--- src/rtl/seven_seg_scan_if.sv ---
// Display register bundle between the CPU-side writer and the seven-segment scanner.
// The scanner takes the slave view; the writer (or a testbench) takes the master view.
interface seven_seg_scan_if #(
  parameter int NUM_DIGITS = 4
);
  logic [4*NUM_DIGITS-1:0] data;
  logic [NUM_DIGITS-1:0]   dp;
  logic [NUM_DIGITS-1:0]   digit_en;
  logic                    blank_lz;
  logic                    load;
  logic [6:0]              seg;
  logic                    dp_out;
  logic [NUM_DIGITS-1:0]   an;
  logic                    frame_tick;

  modport master (
    output data, dp, digit_en, blank_lz, load,
    input  seg, dp_out, an, frame_tick
  );

  modport slave (
    input  data, dp, digit_en, blank_lz, load,
    output seg, dp_out, an, frame_tick
  );
endinterface

--- src/rtl/seven_seg_scan.sv ---
// Time-multiplexed seven-segment driver: prescaled digit scan, frame-aligned
// double buffering of the displayed value, live leading-zero blanking and digit enables.
module seven_seg_scan #(
  parameter int NUM_DIGITS = 4,
  parameter int SCAN_DIV   = 50000,
  parameter bit ACTIVE_LOW = 1'b1
) (
  input logic             clk,
  input logic             rst,
  seven_seg_scan_if.slave bus
);
  localparam int IDX_W = (NUM_DIGITS > 1) ? $clog2(NUM_DIGITS) : 1;
  localparam int CNT_W = (SCAN_DIV > 1) ? $clog2(SCAN_DIV) : 1;
  localparam int DW    = 4 * NUM_DIGITS;
  localparam logic [CNT_W-1:0] CNT_LAST = CNT_W'(SCAN_DIV - 1);
  localparam logic [IDX_W-1:0] IDX_LAST = IDX_W'(NUM_DIGITS - 1);

  // Glyph bits are ordered {g,f,e,d,c,b,a}, i.e. bit 0 is segment a.
  function automatic logic [6:0] hex_glyph(input logic [3:0] nib);
    logic [6:0] g;
    case (nib)
      4'h0:    g = 7'b0111111;
      4'h1:    g = 7'b0000110;
      4'h2:    g = 7'b1011011;
      4'h3:    g = 7'b1001111;
      4'h4:    g = 7'b1100110;
      4'h5:    g = 7'b1101101;
      4'h6:    g = 7'b1111101;
      4'h7:    g = 7'b0000111;
      4'h8:    g = 7'b1111111;
      4'h9:    g = 7'b1100111;
      4'hA:    g = 7'b1110111;
      4'hB:    g = 7'b1111100;
      4'hC:    g = 7'b0111001;
      4'hD:    g = 7'b1011110;
      4'hE:    g = 7'b1111001;
      4'hF:    g = 7'b1110001;
      default: g = 7'b0000000;
    endcase
    return g;
  endfunction

  logic [CNT_W-1:0]      cnt_r;
  logic [IDX_W-1:0]      idx_r;
  logic [DW-1:0]         pdata_r;
  logic [NUM_DIGITS-1:0] pdp_r;
  logic                  pv_r;
  logic [DW-1:0]         sdata_r;
  logic [NUM_DIGITS-1:0] sdp_r;
  logic                  wrap_r;
  logic [6:0]            seg_r;
  logic                  dp_out_r;
  logic [NUM_DIGITS-1:0] an_r;
  logic                  frame_tick_r;

  logic                  step_s;
  logic                  wrap_s;
  logic [3:0]            nib_s;
  logic                  dp_sel_s;
  logic                  en_sel_s;
  logic                  lz_s;
  logic [NUM_DIGITS-1:0] an_hot_s;
  logic [6:0]            seg_on_s;
  logic                  dp_on_s;
  logic [NUM_DIGITS-1:0] an_on_s;

  assign step_s = (cnt_r == CNT_LAST);
  assign wrap_s = step_s && (idx_r == IDX_LAST);

  // Select the current digit's nibble, dp and enable; blanking scans from the top digit down.
  always_comb begin : digit_select
    logic above_zero;
    above_zero = 1'b1;
    nib_s      = 4'h0;
    dp_sel_s   = 1'b0;
    en_sel_s   = 1'b0;
    lz_s       = 1'b0;
    an_hot_s   = '0;
    for (int i = NUM_DIGITS - 1; i >= 0; i--) begin
      above_zero = above_zero && (sdata_r[4*i +: 4] == 4'h0);
      if (idx_r == IDX_W'(i)) begin
        nib_s       = sdata_r[4*i +: 4];
        dp_sel_s    = sdp_r[i];
        en_sel_s    = bus.digit_en[i];
        lz_s        = bus.blank_lz && above_zero && (i != 0);
        an_hot_s[i] = 1'b1;
      end else begin
        an_hot_s[i] = 1'b0;
      end
    end
  end

  // Active-high view of the next output word; a disabled digit is fully dark.
  always_comb begin
    seg_on_s = 7'h00;
    dp_on_s  = 1'b0;
    an_on_s  = '0;
    if (en_sel_s) begin
      seg_on_s = lz_s ? 7'h00 : hex_glyph(nib_s);
      dp_on_s  = dp_sel_s;
      an_on_s  = an_hot_s;
    end else begin
      seg_on_s = 7'h00;
      dp_on_s  = 1'b0;
      an_on_s  = '0;
    end
  end

  // Prescaler and digit index.
  always_ff @(posedge clk) begin
    if (rst) begin
      cnt_r  <= '0;
      idx_r  <= '0;
      wrap_r <= 1'b0;
    end else begin
      wrap_r <= wrap_s;
      if (step_s) begin
        cnt_r <= '0;
        idx_r <= wrap_s ? '0 : idx_r + IDX_W'(1);
      end else begin
        cnt_r <= cnt_r + CNT_W'(1);
      end
    end
  end

  // Pending/shown buffers; a load coinciding with the wrap bypasses straight to the shown buffer.
  always_ff @(posedge clk) begin
    if (rst) begin
      pdata_r <= '0;
      pdp_r   <= '0;
      pv_r    <= 1'b0;
      sdata_r <= '0;
      sdp_r   <= '0;
    end else begin
      if (bus.load) begin
        pdata_r <= bus.data;
        pdp_r   <= bus.dp;
      end
      if (wrap_s && bus.load) begin
        sdata_r <= bus.data;
        sdp_r   <= bus.dp;
        pv_r    <= 1'b0;
      end else if (wrap_s && pv_r) begin
        sdata_r <= pdata_r;
        sdp_r   <= pdp_r;
        pv_r    <= 1'b0;
      end else if (bus.load) begin
        pv_r <= 1'b1;
      end
    end
  end

  // Output register with polarity applied; frame_tick lines up with digit 0 appearing.
  always_ff @(posedge clk) begin
    if (rst) begin
      seg_r        <= {7{ACTIVE_LOW}};
      dp_out_r     <= ACTIVE_LOW;
      an_r         <= {NUM_DIGITS{ACTIVE_LOW}};
      frame_tick_r <= 1'b0;
    end else begin
      seg_r        <= seg_on_s ^ {7{ACTIVE_LOW}};
      dp_out_r     <= dp_on_s ^ ACTIVE_LOW;
      an_r         <= an_on_s ^ {NUM_DIGITS{ACTIVE_LOW}};
      frame_tick_r <= wrap_r;
    end
  end

  assign bus.seg        = seg_r;
  assign bus.dp_out     = dp_out_r;
  assign bus.an         = an_r;
  assign bus.frame_tick = frame_tick_r;
endmodule

--- src/flat_wrapper.sv ---
// flat-port wrapper written by rule: the top's interface ports become plain ports
module seven_seg_scan_flat 
#(
  parameter int NUM_DIGITS = 4,
  parameter int SCAN_DIV   = 50000,
  parameter bit ACTIVE_LOW = 1'b1
)
  (clk, rst, bus_data, bus_dp, bus_digit_en, bus_blank_lz, bus_load, bus_seg, bus_dp_out, bus_an, bus_frame_tick);
  seven_seg_scan_if #(.NUM_DIGITS(NUM_DIGITS)) bus_i ();
  input logic clk;
  input logic rst;
  input wire logic [$bits(bus_i.data)-1:0] bus_data;
  input wire logic [$bits(bus_i.dp)-1:0] bus_dp;
  input wire logic [$bits(bus_i.digit_en)-1:0] bus_digit_en;
  input wire logic [$bits(bus_i.blank_lz)-1:0] bus_blank_lz;
  input wire logic [$bits(bus_i.load)-1:0] bus_load;
  output wire logic [$bits(bus_i.seg)-1:0] bus_seg;
  output wire logic [$bits(bus_i.dp_out)-1:0] bus_dp_out;
  output wire logic [$bits(bus_i.an)-1:0] bus_an;
  output wire logic [$bits(bus_i.frame_tick)-1:0] bus_frame_tick;
  assign bus_i.data = bus_data;
  assign bus_i.dp = bus_dp;
  assign bus_i.digit_en = bus_digit_en;
  assign bus_i.blank_lz = bus_blank_lz;
  assign bus_i.load = bus_load;
  assign bus_seg = bus_i.seg;
  assign bus_dp_out = bus_i.dp_out;
  assign bus_an = bus_i.an;
  assign bus_frame_tick = bus_i.frame_tick;
  seven_seg_scan #(.NUM_DIGITS(NUM_DIGITS), .SCAN_DIV(SCAN_DIV), .ACTIVE_LOW(ACTIVE_LOW)) u_core (.clk(clk), .rst(rst), .bus(bus_i));
endmodule
--- config.mk ---
export PLATFORM = sky130hd
export DESIGN_NAME = seven_seg_scan_flat
export DESIGN_NICKNAME = d
export VERILOG_FILES = /design/src/rtl/seven_seg_scan_if.sv /design/src/rtl/seven_seg_scan.sv /design/src/flat_wrapper.sv
export SDC_FILE = /design/constraint.sdc
export NUM_CORES = 1
export LEC_CHECK = 0
export ABC_CLOCK_PERIOD_IN_PS = 5650
export CORE_MARGIN = 2
export CORE_UTILIZATION = 62
export CTS_BUF_LIST = sky130_fd_sc_hd__clkbuf_2
export CTS_CLUSTER_SIZE = 40
export DETAILED_ROUTE_END_ITERATION = 10
export PLACE_DENSITY = 0.87
export SETUP_SLACK_MARGIN = 0.4
export SYNTH_ARGS = -nofsm -noshare
export SYNTH_HDL_FRONTEND = slang
export SYNTH_SLANG_ARGS = --single-unit
export TNS_END_PERCENT = 10
--- constraint.sdc ---
create_clock -name clk -period 5.65 [get_ports clk]
set_input_delay 0.565 -clock clk [delete_from_list [all_inputs] [get_ports clk]]
set_output_delay 0.565 -clock clk [all_outputs]
set_load 0.03 [all_outputs]
==> flow_summary.json <==
{
  "synth_ff_type": "dfxtp_1",
  "cp.required_ps": 6080,
  "drv_slew": 0,
  "rsz0062_at_grt": "no",
  "hpwl_mm": 4.73,
  "clock_latency_ps": 510,
  "cts-hold-fix-buffers": 0,
  "synth_area_leaders": "dfxtp_1 41%, a221oi_2 8.0%, mux2i_1 6.8%",
  "clockBufferDepth": 2,
  "p_leak_uw": 0.00150,
  "drt_pass1_iterations": 4,
  "r2r_slack_ps": 2800,
  "drc": 0,
  "worst_pin_slew_ps": 1240,
  "io_pins": 41,
  "netlist_area_sq_um": 3550,
  "grt_max_degree": 50,
  "crit_fanout": 22,
  "max_slew_margin_pct": 17.4,
  "cts_root_buffer": "clkbuf_2",
  "cp-start-kind": "flop",
  "synth_most_common_cell": "dfxtp_1",
  "grt_pass1_wl_mm": 11.7,
  "antenna_cells": 0,
  "htreeDepth": 3,
  "routedWlPerCell_um": 13.9,
  "hold_viol_final": 0,
  "hold_path.class": "flop to flop",
  "fmax_mhz": 351,
  "ys.warnings.count": 0,
  "path_clk_slew_ps": 190,
  "numCtsBuffers": 9,
  "worstSetupPathDepth": 6,
  "syn2layout_area_growth_pct": 14.5,
  "fin_cells": 498,
  "max_cap_violations": 0,
  "initial_core_util_pct": 64.4,
  "port_buffers": 40,
  "antenna_found_initial": 0,
  "arrival_ps": 3280,
  "post-place-ws_ps": 2870,
  "ff2ff_path_depth": 6,
  "die_w_um": 79.7,
  "fin_ws_ps": 2800,
  "outcome": "finished clean",
  "hold_depth": 1,
  "synth.avg_cell_area_sq_um": 9.01,
  "crit_type": "flop to flop",
  "gp_congestion": 0.826,
  "final_nets": 460,
  "fin_hold_ws_ps": 457,
  "path_delay_family": "simple AND/OR/NAND/NOR gates",
  "drtIter0Drc": 131,
  "placed_cells": 482,
  "num_rows": 27,
  "synth_async_sr_flop_share_pct": 0,
  "first_global_vias": 2553,
  "critPathSlowestCell": "nor2_4",
  "max_stage_delay_ps": 630,
  "grtUsageTotal_pct": 23.6,
  "cts.sinks": 73,
  "powerDensity_nw_per_um2": 244,
  "end_kind": "flop",
  "setup_violations": 0,
  "post-route-min-period_ps": 2850,
  "die_h_um": 79.7,
  "crit_chain": "ha_1 > and3_1 > nand4_4 > nor2_4 > o21ai_2 > a221oi_2",
  "wirelength_mm": 6.94,
  "synth_seq_cells": 73,
  "cts_resized": 0,
  "yosys.area.top_type": "dfxtp_1",
  "vias_per_cell": 5.63,
  "antenna_left": 0,
  "cp.buffers_inverters": 0,
  "synth_edf_count": 0,
  "ys_seq_area_share_pct": 41.2,
  "vdd_drop_max_uv": 158,
  "netlist_instances": 394,
  "setup-tns-final_ps": 0,
  "grt_overflow": 0,
  "fin_util_pct": 73.8,
  "cts_tree": "yes",
  "drive_above_1_share_pct": 10.3,
  "core_sq_um": 5510,
  "fin_crit_sh_pct": 50.5,
  "synthDominantCellAreaShare_pct": 41.2,
  "netlist_top_cells_count": "73 x dfxtp_1, 61 x nor2_1, 34 x nand2_1, 29 x inv_1, 25 x o21ai_0",
  "vias": 2804,
  "syn_nets": 433,
  "fp.dieArea_sq_um": 6340,
  "post_cts_buffers": 0,
  "yosysUniqueCellTypes": 46,
  "finClkSkew_ps": 13.5
}
[cell families (layout without fill, tap and decap cells)]
logic type                 after synthesis  after routing  share of synthesized area (%)
and+or+nand+nor                        144            144                           19.9
AOI/OAI and AO/OA                       76             76                           18.5
DFF                                     73             73                           41.2
buffers and inverters                   53             85                           6.45
muxes                                   25             25                           7.09
xor gates and xnor gates                12             12                           2.96
adders and majority gates               11             11                           3.88
[worst paths after layout]
check                  startpoint               endpoint
setup reg to reg  u_core.cnt_r[0]        u_core.sdp_r[3]
hold reg to reg     u_core.wrap_r  u_core.bus.frame_tick
hold / removal      u_core.wrap_r  u_core.bus.frame_tick
setup / recovery  u_core.cnt_r[0]        u_core.sdp_r[3]
[cell type report]
| class | count | area (sq um) |
|---|---|---|
| Multi-Input combinational cell | 268 | 1860 |
| Sequential cell | 73 | 1460 |
| Fill cell | 391 | 1440 |
| Timing Repair Buffer | 40 | 390 |
| Clock inverter | 7 | 109 |
| Inverter | 29 | 109 |
| Tap cell | 72 | 90.1 |
| Clock buffer | 9 | 45.0 |
[flip-flops by register name (all words and copies together), names as in the netlist]
| signal | flops |
|---|---|
| u_core.pdp_r | 4 |
| u_core.wrap_r | 1 |
| u_core.bus.frame_tick | 1 |
| u_core.bus.dp_out | 1 |
| u_core.bus.an | 4 |
| u_core.pv_r | 1 |
| u_core.pdata_r | 16 |
| u_core.sdp_r | 4 |
| u_core.cnt_r | 16 |
| u_core.sdata_r | 16 |
| u_core.bus.seg | 7 |
| u_core.idx_r | 2 |
[layer usage]
metal | part of all wire [%] | vias to the layer above | global-route usage [%]
li1 | - | 1426 | -
met1 | 47 | 1296 | 31.1
met2 | 46 | 73 | 36.4
met3 | 5.1 | 9 | 5.66
met4 | 1.5 | 0 | 11.2
met5 | 0 | - | 0
[cells in the final DEF, fill, tap and decap left out, types with 5 or more instances in the layout]
master,count
a21oi_1,12
a221oi_2,19
and3_1,5
clkbuf_2,9
clkdlybuf4s50_1,38
dfxtp_1,73
ha_1,11
inv_1,29
mux2i_1,24
nand2_1,34
nand3_1,11
nor2_1,61
nor3_1,6
o21ai_0,25
xnor2_1,8
[per-stage QoR]
step           power (uW)  cell area (sq um)
2_1_floorplan         600               3550
3_3_place_gp          632               3910
3_5_place_dp          635               3910
4_1_cts               998               4060
5_1_grt              1030               4060
6_report              992               4060
[power breakdown]
group          leakage [uW]  internal (uW)  switching (uW)
Clock             0.0000931            187             180
Combinational      0.000814           40.0            46.0
Sequential         0.000595            529            10.1
Total               0.00150            756             236
Note: power is estimated with default switching activity, not from simulation.
